==> config.mk <==
export PLATFORM = sky130hd
export DESIGN_NAME = gcd_sched
export DESIGN_NICKNAME = d
export VERILOG_FILES = /design/src/rtl/gcd_sched.sv
export SDC_FILE = /design/constraint.sdc
export NUM_CORES = 1
export LEC_CHECK = 0
export CAP_MARGIN = 20
export CORE_UTILIZATION = 47
export DETAILED_ROUTE_END_ITERATION = 12
export GPL_TIMING_DRIVEN = 0
export HOLD_SLACK_MARGIN = 0.15
export PLACE_DENSITY = 0.95
export SLEW_MARGIN = 20
export SYNTH_ARGS = -nofsm -noshare
export SYNTH_HDL_FRONTEND = slang
export SYNTH_SLANG_ARGS = --single-unit
==> constraint.sdc <==
create_clock -name clk -period 6.7 [get_ports clk]
set_clock_uncertainty 0.2 [all_clocks]
set_input_delay 1.34 -clock clk [delete_from_list [all_inputs] [get_ports clk]]
set_output_delay 1.34 -clock clk [all_outputs]
set_load 0.01 [all_outputs]
==> src/rtl/gcd_sched.sv <==
// gcd_sched: round-robin front end that shares one GCD engine between
// N requesters, with zero bypass, run timeout and tagged responses.
module gcd_sched #(
    parameter int N       = 4,
    parameter int DW      = 8,
    parameter int TIMEOUT = 32
) (
    input  logic                 clk,
    input  logic                 reset,
    input  logic [N-1:0]         req_valid,
    input  logic [N*DW-1:0]      req_u,
    input  logic [N*DW-1:0]      req_v,
    output logic [N-1:0]         req_ready,
    output logic                 rsp_valid,
    input  logic                 rsp_ready,
    output logic [$clog2(N)-1:0] rsp_id,
    output logic [DW-1:0]        rsp_res,
    output logic                 rsp_err,
    output logic                 busy,
    output logic                 eng_ld,
    output logic [DW-1:0]        eng_u,
    output logic [DW-1:0]        eng_v,
    input  logic [DW-1:0]        eng_res,
    input  logic                 eng_done
);

    localparam int IW = $clog2(N);

    typedef enum logic [1:0] {IDLE, LOAD, RUN, RESP} state_t;

    state_t        state;
    logic [IW-1:0] rr_ptr;
    logic [IW-1:0] job_id;
    logic [IW-1:0] gnt_id;
    logic [IW-1:0] idx;
    logic [IW-1:0] nxt_ptr;
    logic          gnt_found;
    logic [DW-1:0] sel_u;
    logic [DW-1:0] sel_v;
    logic [7:0]    timer;
    logic          timeout;

    // First valid requester at or after rr_ptr, wrapping modulo N.
    always_comb begin
        gnt_found = 1'b0;
        gnt_id    = '0;
        idx       = '0;
        for (int k = 0; k < N; k++) begin
            idx = IW'((32'(rr_ptr) + 32'(k)) % 32'(N));
            if (!gnt_found && req_valid[idx]) begin
                gnt_found = 1'b1;
                gnt_id    = idx;
            end
        end
    end

    always_comb begin
        sel_u = '0;
        sel_v = '0;
        for (int k = 0; k < N; k++) begin
            if (gnt_id == IW'(k)) begin
                sel_u = req_u[k*DW +: DW];
                sel_v = req_v[k*DW +: DW];
            end
        end
    end

    always_comb begin
        req_ready = '0;
        if (state == IDLE && gnt_found) begin
            req_ready[gnt_id] = 1'b1;
        end
    end

    assign nxt_ptr = (gnt_id == IW'(N - 1)) ? '0 : gnt_id + IW'(1);
    assign timeout = (timer == 8'(TIMEOUT - 1));

    always_ff @(posedge clk or posedge reset) begin
        if (reset) begin
            state     <= IDLE;
            rr_ptr    <= '0;
            job_id    <= '0;
            timer     <= '0;
            rsp_valid <= 1'b0;
            rsp_id    <= '0;
            rsp_res   <= '0;
            rsp_err   <= 1'b0;
            busy      <= 1'b0;
            eng_ld    <= 1'b0;
            eng_u     <= '0;
            eng_v     <= '0;
        end else begin
            unique case (state)
                IDLE: begin
                    if (gnt_found) begin
                        job_id <= gnt_id;
                        eng_u  <= sel_u;
                        eng_v  <= sel_v;
                        rr_ptr <= nxt_ptr;
                        busy   <= 1'b1;
                        // gcd(0,x) = x needs no engine pass
                        if (sel_u == '0 || sel_v == '0) begin
                            rsp_id    <= gnt_id;
                            rsp_res   <= sel_u | sel_v;
                            rsp_err   <= 1'b0;
                            rsp_valid <= 1'b1;
                            state     <= RESP;
                        end else begin
                            eng_ld <= 1'b1;
                            state  <= LOAD;
                        end
                    end
                end
                LOAD: begin
                    eng_ld <= 1'b0;
                    timer  <= '0;
                    state  <= RUN;
                end
                RUN: begin
                    timer <= timer + 8'd1;
                    if (eng_done) begin
                        rsp_id    <= job_id;
                        rsp_res   <= eng_res;
                        rsp_err   <= 1'b0;
                        rsp_valid <= 1'b1;
                        state     <= RESP;
                    end else if (timeout) begin
                        rsp_id    <= job_id;
                        rsp_res   <= '0;
                        rsp_err   <= 1'b1;
                        rsp_valid <= 1'b1;
                        state     <= RESP;
                    end
                end
                RESP: begin
                    if (rsp_ready) begin
                        rsp_valid <= 1'b0;
                        busy      <= 1'b0;
                        state     <= IDLE;
                    end
                end
            endcase
        end
    end

endmodule

* Word level (Yosys, flattened, before mapping)
Cells that the tools add are included.
W data, S select, Z words.
** Storage, ports and cells
- Bits in registers :: 44
- Bits of input ports :: 80
- Output and inout port bits :: 34
- Logic and storage cells :: 120
** Cells by class
- Add/sub/neg operators :: 5
- Order comparisons :: 6
- Equal/unequal tests :: 12
- Mux-type cells :: 60
- Bitwise gates (word level) :: 1
- Reduce and logical (&&, ||, !) cells :: 24
** Operators by type and width (count)
- $mux W8 :: 12
- $pmux W8 S2 :: 2
- $mux W2 :: 14
- $mux W1 :: 20
- $logic_not A8 Y1 :: 2
- $lt A2 B3 Y1 const B :: 5
- $reduce_and A3 Y1 :: 3
- $add A8 B1 Y8 const B :: 1
- $bmux W1 S2 :: 4
- $eq A2 B2 Y1 const B :: 4
- $eq A8 B5 Y1 const B :: 1
- $or A8 B8 Y8 :: 1
- $pmux W2 S4 :: 1
- $reduce_bool A2 Y1 :: 4
- $ne A2 B2 Y1 const B :: 3
- $pmux W1 S2 :: 3
- $logic_and A1 B1 Y1 :: 5
- $reduce_and A5 Y1 :: 1
- $add A2 B1 Y2 const B :: 2
- $add A2 B2 Y2 const B :: 2
- $eq A2 B1 Y1 const B :: 2
- $logic_not A2 Y1 :: 2
- $mux W4 :: 1
- $pmux W2 S2 :: 1
- other kinds (10) :: 12

* Longest topological paths before layout
Gate-level depths: netlist (run 1).
- Depth after elaboration :: 22
- Gate-level depth with buffers :: 17
- Mapped depth without buffers :: 14

* Worst setup path after synthesis (run 1)
Ideal clock, no wire load.
- Path kind :: input-to-output
- Start :: input port req_valid[0]
- End :: output port req_ready[3]
- Arrival :: 2793 ps
- Required time :: 5160 ps
- Path slack :: 2367 ps
- Stages on the path :: 10
- Path buffers :: 1
- Cell sequence :: nor2b_1 a21oi_1 nor2_1 a221oi_1 nand2_1 inv_1 ha_1 inv_4 buf_6 nor2_1
** On the way
- Word-level cells in the longest chain between the ends :: 17
- Elaborated cells on any way between the ends :: 29
- Those cells by class :: order compare: 2; mux: 19; reduce/logical: 8
** Ends and longest elaborated chain
- from (decl) :: line 10 : input logic [N-1:0] req_valid,
- $bmux W1 S2 :: line 50 : if (!gnt_found && req_valid[idx]) begin
- $mux W1 (implied by the code) :: line 50
- $mux W1 :: line 50
- $logic_not A1 Y1 :: line 50
- $logic_and A1 B1 Y1 :: line 50
- $mux W1 :: line 50
- $logic_not A1 Y1 :: line 50
- $logic_and A1 B1 Y1 :: line 50
- [2 not listed]
- $logic_and A1 B1 Y1 :: line 50
- $mux W2 (*) :: line 50
- via gnt_id[0] :: line 34 : logic [IW-1:0] gnt_id;
- $lt A2 B3 Y1 (implied by the code) / $ge A2 B1 Y1 (equally long branches) :: line 71 : req_ready[gnt_id] = 1'b1;
- $logic_and A1 B1 Y1 (implied by the code) :: line 71
- $mux W1 (implied by the code) :: line 71
- $demux W1 S2 (*) :: line 71
- $mux W4 (*) :: line 70 : if (state == IDLE && gnt_found) begin
- to (decl) :: line 13 : output logic [N-1:0] req_ready,
Mark *: on every way through the listed nets, which the timed path passes. The rest lies on a longest branch. The select of a mux whose other input is x is not followed.

* Worst setup path in the final report (run 1)
Same ends and word-level chain as after synthesis.

==> impl_metrics.py, run 1 <==
metrics = {
    "critical_path": {
        "r2r_slack_ns": 2.72,
        "r2r_end": "rsp_id[1]$_DFFE_PP0P_",
        "reg2reg_depth": 15,
        "end_kind": "primary output",
        "required_ns": 5.16,
        "crit_type": "in -> out",
        "path_max_fanout": 10,
        "reg2reg_from": "rr_ptr[0]$_DFFE_PP0P_",
        "cp.arrival_ns": 4.20,
        "cp-start-kind": "primary input",
    },
    "sta": {
        "period_needed_ns": 5.74,
        "rsz0062_at_grt": "no",
        "holdWs_ns": 0.302,
        "fin_tns_setup_ns": 0,
        "worstMarginPinSlew_ns": 0.634,
        "timing.fmax_mhz": 174,
        "setup_viol": 0,
        "timing.final.max_slew_violations": 0,
        "finalHoldViolCount": 0,
        "slew_headroom_pct": 57.4,
        "fin_crit_sh_pct": 85.6,
    },
    "clock_tree": {
        "clock-sinks": 44,
        "cts_tree": "done",
        "clock_path_buffers": 2,
        "cts-root-buf": "clkbuf_8",
        "cts_max_level": 2,
        "hold_buffers": 0,
        "cts_made_buffers": 5,
        "ctsResizeCount": 0,
        "worstSkewPairLatency_ns": 0.30,
        "clk_pin_slew_ns": 0.09,
        "postCtsSetupBuffers": 0,
    },
    "final_layout": {
        "diodes": 0,
        "nets": 526,
        "drive_above_1_share_pct": 7.80,
        "final_cells": 508,
        "fin_util_pct": 73.6,
        "nFillCells": 380,
        "area_growth_syn_to_layout_pct": 48.9,
        "final_area_mm2": 0.00410,
    },
    "power": {
        "power_density_mw_per_mm2": 450,
        "p_leak_nw": 1.71,
        "ir_worst_vdd_v": 0.000259,
    },
    "detailed_routing": {
        "wirelength_um": 8840,
        "routed_via_density": 5.86,
        "dr.pass1.iters": 4,
        "drc_errors": 0,
        "ant_nets": 0,
        "wl_per_cell_um": 17.4,
        "dr_total_vias": 2975,
        "drt_iter0_drc": 207,
    },
    "floorplanning": {
        "die_area_mm2": 0.00617,
        "die_h_um": 78.6,
        "core_mm2": 0.00557,
        "start_util_pct": 49.4,
        "die_w_um": 78.6,
        "ioPinCount": 114,
        "rows": 27,
    },
    "global_route": {
        "grt_overflow_total": 0,
        "antenna_found_initial": 0,
        "grt_max_degree": 30,
        "grtUsageTotal_pct": 30.5,
        "grt_pass1_vias": 3036,
        "grt_pass1_wl_um": 14600,
    },
    "min_path": {
        "hp-start": "eng_v[2]$_DFFE_PP0P_",
        "hold_depth": 2,
        "min_path_type": "reg -> reg",
        "min_to": "eng_v[2]$_DFFE_PP0P_",
    },
    "logic_synthesis": {
        "synth_seq_cells": 44,
        "synthFlopType": "dfrtp_1",
        "synth_top_area_share_pct": 40.0,
        "avgSynthCellArea_um2": 8.75,
        "synth.largest_area_cell": "dfrtp_1",
        "synthArstFlopShare_pct": 100,
        "syn_nets": 406,
        "synthCells": 315,
        "synth_edf_count": 0,
        "ys_seq_area_share_pct": 40.0,
        "syn-cell-area_mm2": 0.00276,
        "post-synth-top-count-cell": "nand2_1",
        "synth.distinct_cells": 49,
        "ys_top_cells_by_count": "nand2_1 (62), dfrtp_1 (44), inv_1 (26), o21ai_0 (26), o221ai_1 (15)",
        "synth_area_leaders": "dfrtp_1 (40%), nand2_1 (8.4%), ha_1 (5.0%), o221ai_1 (4.8%), o21ai_0 (4.7%)",
        "yosysWarnings": 0,
    },
    "placement": {
        "numPortBuffers": 112,
        "placed_cell_area_mm2": 0.00399,
        "dp_hpwl_um": 6680,
        "dp_cells": 500,
        "routabilityCongestion": 0.927,
    },
    "flow_run": {
        "drv_cap": 0,
    },
    "run_status": {
        "status": "finished, final reports clean",
    },
}
-- flip-flops by register name (all words and copies together) (netlist names) --
| signal | cells |
|---|---|
| rsp_id | 2 |
| job_id | 2 |
| rsp_err | 1 |
| eng_ld | 1 |
| rsp_valid | 1 |
| state | 2 |
| eng_v | 8 |
| eng_u | 8 |
| busy | 1 |
| timer | 8 |
| rsp_res | 8 |
| rr_ptr | 2 |
-- worst max-delay path, cell delays in order --
cell and delay (ns):
clkdlybuf4s50_1 0.45, nor2b_1 0.16, a21oi_1 0.11, nor2_1 0.05, a221oi_1 0.45, nand2_1 0.22, inv_1 0.14, ha_1 0.29
inv_4 0.11, buf_6 0.16, nor2_1 0.12, clkdlybuf4s50_1 0.58
-- area by class of cell --
class / instances / area, um^2 / area share [%]
clock buffers: 5 / 68.8 / 1.68
flip-flops and latches: 44 / 1100 / 26.8
multi-input cells: 224 / 1430 / 34.9
clock inverters: 3 / 46.3 / 1.13
plain buffers: 20 / 118 / 2.87
well taps: 72 / 90.1 / 2.20
inverters: 27 / 104 / 2.53
repair buffers: 113 / 1140 / 27.8
-- cells by family (layout without fill, tap and decap cells) --
group	Yosys count	after routing	share of synthesized area, %
adders and majority gates	11	11	5.00
and+or+nand+nor	104	104	17.3
buffers and inverters	47	168	8.04
DFF	44	44	40.0
muxes	15	15	5.95
AOI/OAI and AO/OA	92	92	23.2
xor gates and xnor gates	2	2	0.636
-- where the power goes --
part | switching (mW) | internal [mW] | leakage (nW)
combinational | 0.649 | 0.527 | 1.11
clock | 0.0993 | 0.112 | 0.0548
sequential | 0.0792 | 0.379 | 0.544
total | 0.827 | 1.02 | 1.71
-- routing by layer --
layer	share of wire [%]	wire (um)	vias to the layer above	global-route usage, %
met5	0	0	-	0
met3	6.2	546	28	5.93
met2	52	4610	152	53.8
met4	3.3	295	0	14.4
li1	-	-	1371	-
met1	38	3390	1424	35.3
-- layout by cell type, fill, tap and decap left out, types with 7 or more instances in the layout --
cell / n
nand3_1: 7
o221ai_1: 15
dfrtp_1: 44
nand2_1: 62
a31oi_1: 7
nor2_1: 8
a21oi_1: 12
clkdlybuf4s50_1: 112
o211ai_1: 13
clkbuf_1: 9
inv_1: 25
o21ai_0: 26
mux2i_1: 10
ha_1: 11
-- per-stage QoR --
stage                     total power, mW  worst slack (ns)
after floorplan                      1.15              2.37
after detailed placement             1.61              1.01
after global placement               1.55              1.19
final                                1.85             0.964
after global routing                 1.97             0.771
after CTS                            1.83              1.00
-- how the worst max path moves through the flow --
stage                   end    startpoint  slack [ns]
2_1_floorplan  req_ready[3]  req_valid[0]        2.37
3_3_place_gp   req_ready[3]  req_valid[0]        1.19
3_5_place_dp   req_ready[3]  req_valid[0]        1.01
4_1_cts        req_ready[3]  req_valid[0]        1.00
5_1_grt        req_ready[3]  req_valid[0]        0.77
6_report       req_ready[3]  req_valid[0]        0.96
Power figures use the tool's default switching activity.
==> run 2: changes to the inputs <==
PLACE_DENSITY = 0.86   (was 0.95)
==> run 2 against run 1 <==
  * Combinational power barely moved
  * Wire length fell by 1.6%
  * Design area rose by 0.15%
  * Sequential share of layout area barely moved
  * Worst setup slack improved by 0.12 ns
  * Clock power rose by 3%
  * Largest cell class unchanged
  * Hold slack got worse by 0.0042 ns
==> impl_metrics.py, run 2 (synthesis results as in run 1) <==
metrics = {
    "run_status": {
        "status": "finished, final reports clean",
    },
    "critical_path": {
        "r2r_slack_ns": 2.78,
        "path_buf_inv": 5,
        "crit_type": "in -> out",
        "cp-start-kind": "primary input",
        "path_cells": "clkdlybuf4s50_1 -> nor2b_1 -> a21oi_1 -> nor2_1 -> a221oi_1 -> nand2_1 -> inv_1 -> ha_1 -> clkbuf_2 -> buf_4 -> and3_1 -> clkdlybuf4s50_1",
        "path_max_fanout": 10,
        "cp.arrival_ns": 4.07,
        "crit_path_end": "req_ready[1]",
        "required_ns": 5.16,
        "worst_path_most_repeated_cell": "clkdlybuf4s50_1",
        "end_kind": "primary output",
        "crit_start": "req_valid[0]",
        "cp.depth": 12,
        "r2r_end": "rsp_res[6]$_DFFE_PP0P_",
        "cp_slowest_cell": "clkdlybuf4s50_1",
        "cpPeakStageDelay_ns": 0.55,
        "reg2reg_depth": 15,
        "reg2reg_from": "rr_ptr[0]$_DFFE_PP0P_",
        "crit_family": "buffers and inverters",
    },
    "power": {
        "ir_worst_vdd_v": 0.000268,
        "p_leak_nw": 1.71,
        "power_density_mw_per_mm2": 450,
    },
    "clock_tree": {
        "cts_tree": "done",
        "cts_max_level": 2,
        "cts-root-buf": "clkbuf_8",
        "hold_buffers": 0,
        "postCtsSetupBuffers": 0,
        "clock_path_buffers": 2,
        "clock-sinks": 44,
        "clk_pin_slew_ns": 0.09,
        "cts_made_buffers": 5,
        "ctsResizeCount": 0,
        "worstSkewPairLatency_ns": 0.30,
    },
    "placement": {
        "routabilityCongestion": 0.973,
        "pre_cts_ws_ns": 1.12,
        "dp_hpwl_um": 6800,
        "numPortBuffers": 112,
    },
    "detailed_routing": {
        "dr.pass1.iters": 4,
        "drt_iter0_drc": 183,
        "wl_per_cell_um": 17.1,
        "routed_via_density": 5.79,
        "dr_total_vias": 2941,
        "ant_nets": 0,
        "drc_errors": 0,
        "wirelength_um": 8700,
    },
    "global_route": {
        "grt_pass1_vias": 2979,
        "grt_overflow_total": 0,
        "grt_max_degree": 33,
        "grt_pass1_wl_um": 14000,
        "antenna_found_initial": 0,
        "grtUsageTotal_pct": 29.7,
    },
    "flow_run": {
        "drv_cap": 0,
    },
    "floorplanning": {
        "start_util_pct": 49.4,
        "die_h_um": 78.6,
        "die_w_um": 78.6,
        "die_area_mm2": 0.00617,
        "core_mm2": 0.00557,
        "ioPinCount": 114,
        "rows": 27,
    },
    "sta": {
        "fin_tns_setup_ns": 0,
        "timing.fmax_mhz": 178,
        "setup_viol": 0,
        "period_needed_ns": 5.61,
        "rsz0062_at_grt": "no",
        "worstMarginPinSlew_ns": 0.661,
        "finalHoldViolCount": 0,
        "timing.final.max_slew_violations": 0,
        "slew_headroom_pct": 55.6,
        "fin_ws_ns": 1.09,
        "fin_crit_sh_pct": 83.8,
    },
    "final_layout": {
        "final_cell_mix": "clkdlybuf4s50_1 (112), nand2_1 (62), dfrtp_1 (44)",
        "area_growth_syn_to_layout_pct": 49.1,
        "fin_util_pct": 73.7,
        "nets": 526,
        "final_common_cell": "clkdlybuf4s50_1",
        "diodes": 0,
        "drive_above_1_share_pct": 7.80,
    },
    "min_path": {
        "hp-start": "job_id[1]$_DFFE_PP0P_",
        "min_path_type": "reg -> reg",
    },
}
## run 2: cell types whose count changed in the layout (fill, tap and decap cells not counted), sizes merged
cell / delta
clkinv: +1
clkbuf: +1
clkinvlp: -1
inv: -1
## run 2: area by class of cell
class | count | area (um^2)
Sequential cell | 44 | 1100
Clock buffer | 6 | 82.6
Fill cell | 434 | 1470
Buffer | 20 | 118
Inverter | 27 | 104
Multi-Input combinational cell | 224 | 1430
Tap cell | 72 | 90.1
Clock inverter | 2 | 38.8
Timing Repair Buffer | 113 | 1140
## run 2: report_power, final
part           internal, mW  leakage [nW]  total, mW  switching (mW)
sequential            0.379         0.544      0.464          0.0850
clock                 0.122        0.0614      0.218          0.0964
combinational         0.526          1.11       1.17           0.640
total                  1.03          1.71       1.85           0.821
## run 2: stage by stage
step / hold slack, ns / instances / instance area (um^2) / total power [mW]
4_1_cts: 0.299 / 508 / 4110 / 1.84
5_1_grt: 0.329 / 508 / 4110 / 1.97
2_1_floorplan: 0.250 / 315 / 2760 / 1.15
6_report: 0.298 / 508 / 4110 / 1.85
3_3_place_gp: 0.262 / 499 / 3970 / 1.57
3_5_place_dp: 0.274 / 500 / 3990 / 1.61
## run 2: metal layers
metal  up-vias  wire [um]  global-route usage [%]
met5         -          0                       0
met4         0        201                    10.9
met3        19        581                    6.63
met2       128       4460                    52.9
met1      1431       3450                    34.5
li1       1363          -                       -
## run 2: worst reg2reg max path: cells and delay by family (launching register included)
family                     cells  cell delay, ns
AOI/OAI and AO/OA              6            1.34
buffers and inverters          2            0.42
adders and majority gates      1            0.31
muxes                          1            0.31
and+or+nand+nor                5            0.81
DFF                            1            0.42
## run 2: how the worst min path moves through the flow
stage | endpoint | slack (ns) | depth (start not counted)
floorplan | job_id[1]$_DFFE_PP0P_ | 0.25 | 2
global placement | job_id[1]$_DFFE_PP0P_ | 0.26 | 2
detailed placement | eng_u[5]$_DFFE_PP0P_ | 0.27 | 2
CTS | eng_v[1]$_DFFE_PP0P_ | 0.30 | 2
global route | eng_v[0]$_DFFE_PP0P_ | 0.33 | 2
finish | job_id[1]$_DFFE_PP0P_ | 0.30 | 2
==> run 3: changes to the inputs <==
CORE_UTILIZATION = 43   (was 47)
PLACE_DENSITY = 0.79   (was 0.86)
clock period = 5.4 ns   (was 6.7 ns; I/O delays follow)
==> run 3 against run 2 <==
  * Wire length decreased by 5.7%
  * Clock-buffer cell count is 1 lower
  * Die area grew 9.1%
  * First-iteration DRC count fell by 55%
  * Largest power group unchanged
  * Highest routed layer unchanged
==> impl_metrics.py, run 3 (synthesis results as in run 1) <==
metrics = {
    "detailed_routing": {
        "route.met2.wl_um": 4210,
        "routed_via_density": 5.54,
        "routed-wl-met3_um": 499,
        "wl_met1_um": 3330,
        "ant_nets": 0,
        "wirelength_um": 8200,
        "dr_total_vias": 2825,
        "wl_per_cell_um": 16.1,
        "dr.pass1.iters": 4,
        "drc_errors": 0,
        "dr.max_layer_used": "met4",
        "drt_iter0_drc": 83,
    },
    "power": {
        "p_leak_nw": 1.69,
        "ir_worst_vdd_v": 0.000313,
        "power_density_mw_per_mm2": 537,
        "total_power_mw": 2.18,
    },
    "sta": {
        "fin_crit_sh_pct": 95.0,
        "worstMarginPinSlew_ns": 0.744,
        "slew_headroom_pct": 50.0,
        "finalHoldViolCount": 0,
        "period_needed_ns": 5.13,
        "rsz0062_at_grt": "no",
        "timing.fmax_mhz": 195,
        "holdWs_ns": 0.286,
        "fin_tns_setup_ns": 0,
        "timing.final.max_slew_violations": 0,
        "setup_viol": 0,
    },
    "final_layout": {
        "final_common_cell": "clkdlybuf4s50_1",
        "ff_latch_area_mm2": 0.00110,
        "final_area_mm2": 0.00407,
        "diodes": 0,
        "final_cells": 510,
        "area_growth_syn_to_layout_pct": 47.8,
        "nets": 526,
        "nFillCells": 499,
        "drive_above_1_share_pct": 7.59,
        "multiInputGateArea_mm2": 0.00143,
        "final_cell_mix": "clkdlybuf4s50_1 (112), nand2_1 (62), dfrtp_1 (44)",
    },
    "clock_tree": {
        "worstSkewPairLatency_ns": 0.30,
        "cts-root-buf": "clkbuf_8",
        "postCtsSetupBuffers": 0,
        "cts_tree": "done",
        "clock-sinks": 44,
        "cts_max_level": 2,
        "ctsResizeCount": 0,
        "hold_buffers": 0,
        "cts_made_buffers": 5,
        "clock_path_buffers": 2,
        "clk_pin_slew_ns": 0.08,
    },
    "placement": {
        "dp_hpwl_um": 6690,
        "placed_cell_area_mm2": 0.00399,
        "dp_cells": 503,
        "numPortBuffers": 112,
        "routabilityCongestion": 0.942,
    },
    "floorplanning": {
        "rows": 28,
        "die_h_um": 82.0,
        "ioPinCount": 114,
        "start_util_pct": 45.5,
        "die_area_mm2": 0.00673,
        "core_mm2": 0.00606,
        "die_w_um": 82.0,
    },
    "critical_path": {
        "cp-start-kind": "primary input",
        "cp.arrival_ns": 3.85,
        "required_ns": 4.12,
        "end_kind": "primary output",
        "path_max_fanout": 10,
        "crit_type": "in -> out",
    },
    "run_status": {
        "status": "finished, final reports clean",
    },
    "global_route": {
        "grt_overflow_total": 0,
        "antenna_found_initial": 0,
        "grt_max_degree": 30,
        "grt_pass1_wl_um": 13100,
        "grtUsageTotal_pct": 26.1,
        "grt_pass1_vias": 2766,
    },
    "min_path": {
        "min_path_type": "reg -> reg",
    },
    "flow_run": {
        "drv_cap": 0,
    },
}
[run 3: layer usage]
metal | up-vias | GRT usage, %
li1 | 1358 | -
met2 | 98 | 45.8
met3 | 17 | 7.44
met5 | - | 0
met1 | 1352 | 30.5
met4 | 0 | 8.25
[run 3: per-stage QoR]
step | utilization, % | worst slack (ns)
floorplan | - | 1.38
global placement | 65.5 | 0.400
detailed placement | 65.8 | 0.271
CTS | 67.2 | 0.269
global route | 67.2 | 0.0815
finish | 67.2 | 0.269
[run 3: report_power, final]
| part | switching, mW | total (mW) | internal [mW] |
|---|---|---|---|
| logic | 0.767 | 1.42 | 0.653 |
| registers | 0.0928 | 0.563 | 0.470 |
| clock network | 0.114 | 0.202 | 0.0878 |
[run 3: path summary, 6_finish.rpt]
check / depth (start not counted) / end / slack, ns / startpoint
worst min register to register: 2 / eng_v[3]$_DFFE_PP0P_ / 0.29 / eng_v[3]$_DFFE_PP0P_
min in group asynchronous: 2 / rsp_res[6]$_DFFE_PP0P_ / 0.87 / reset
worst max-delay path: 12 / req_ready[3] / 0.27 / req_valid[0]
max in group asynchronous: 3 / eng_u[4]$_DFFE_PP0P_ / 3.66 / reset
worst max register to register: 15 / rsp_id[1]$_DFFE_PP0P_ / 1.50 / rr_ptr[0]$_DFFE_PP0P_
worst min-delay path: 2 / eng_v[3]$_DFFE_PP0P_ / 0.29 / eng_v[3]$_DFFE_PP0P_
[run 3: cell type report]
type	count	share of cell area, %
multi-input combinational	224	35.2
timing repair buffer	113	28.0
sequential	44	27.0
buffer	20	2.89
inverter	27	2.55
tap	75	2.30
clock buffer	5	1.69
clock inverter	2	0.307
[run 3: worst max-delay path, stage by stage]
cell             delay, ns
clkdlybuf4s50_1       0.46
nor2b_1               0.17
a21oi_1               0.14
nor2_1                0.06
a221oi_1              0.40
nand2_1               0.21
inv_1                 0.12
ha_1                  0.27
inv_4                 0.10
buf_6                 0.15
nor2_1                0.10
clkdlybuf4s50_1       0.56
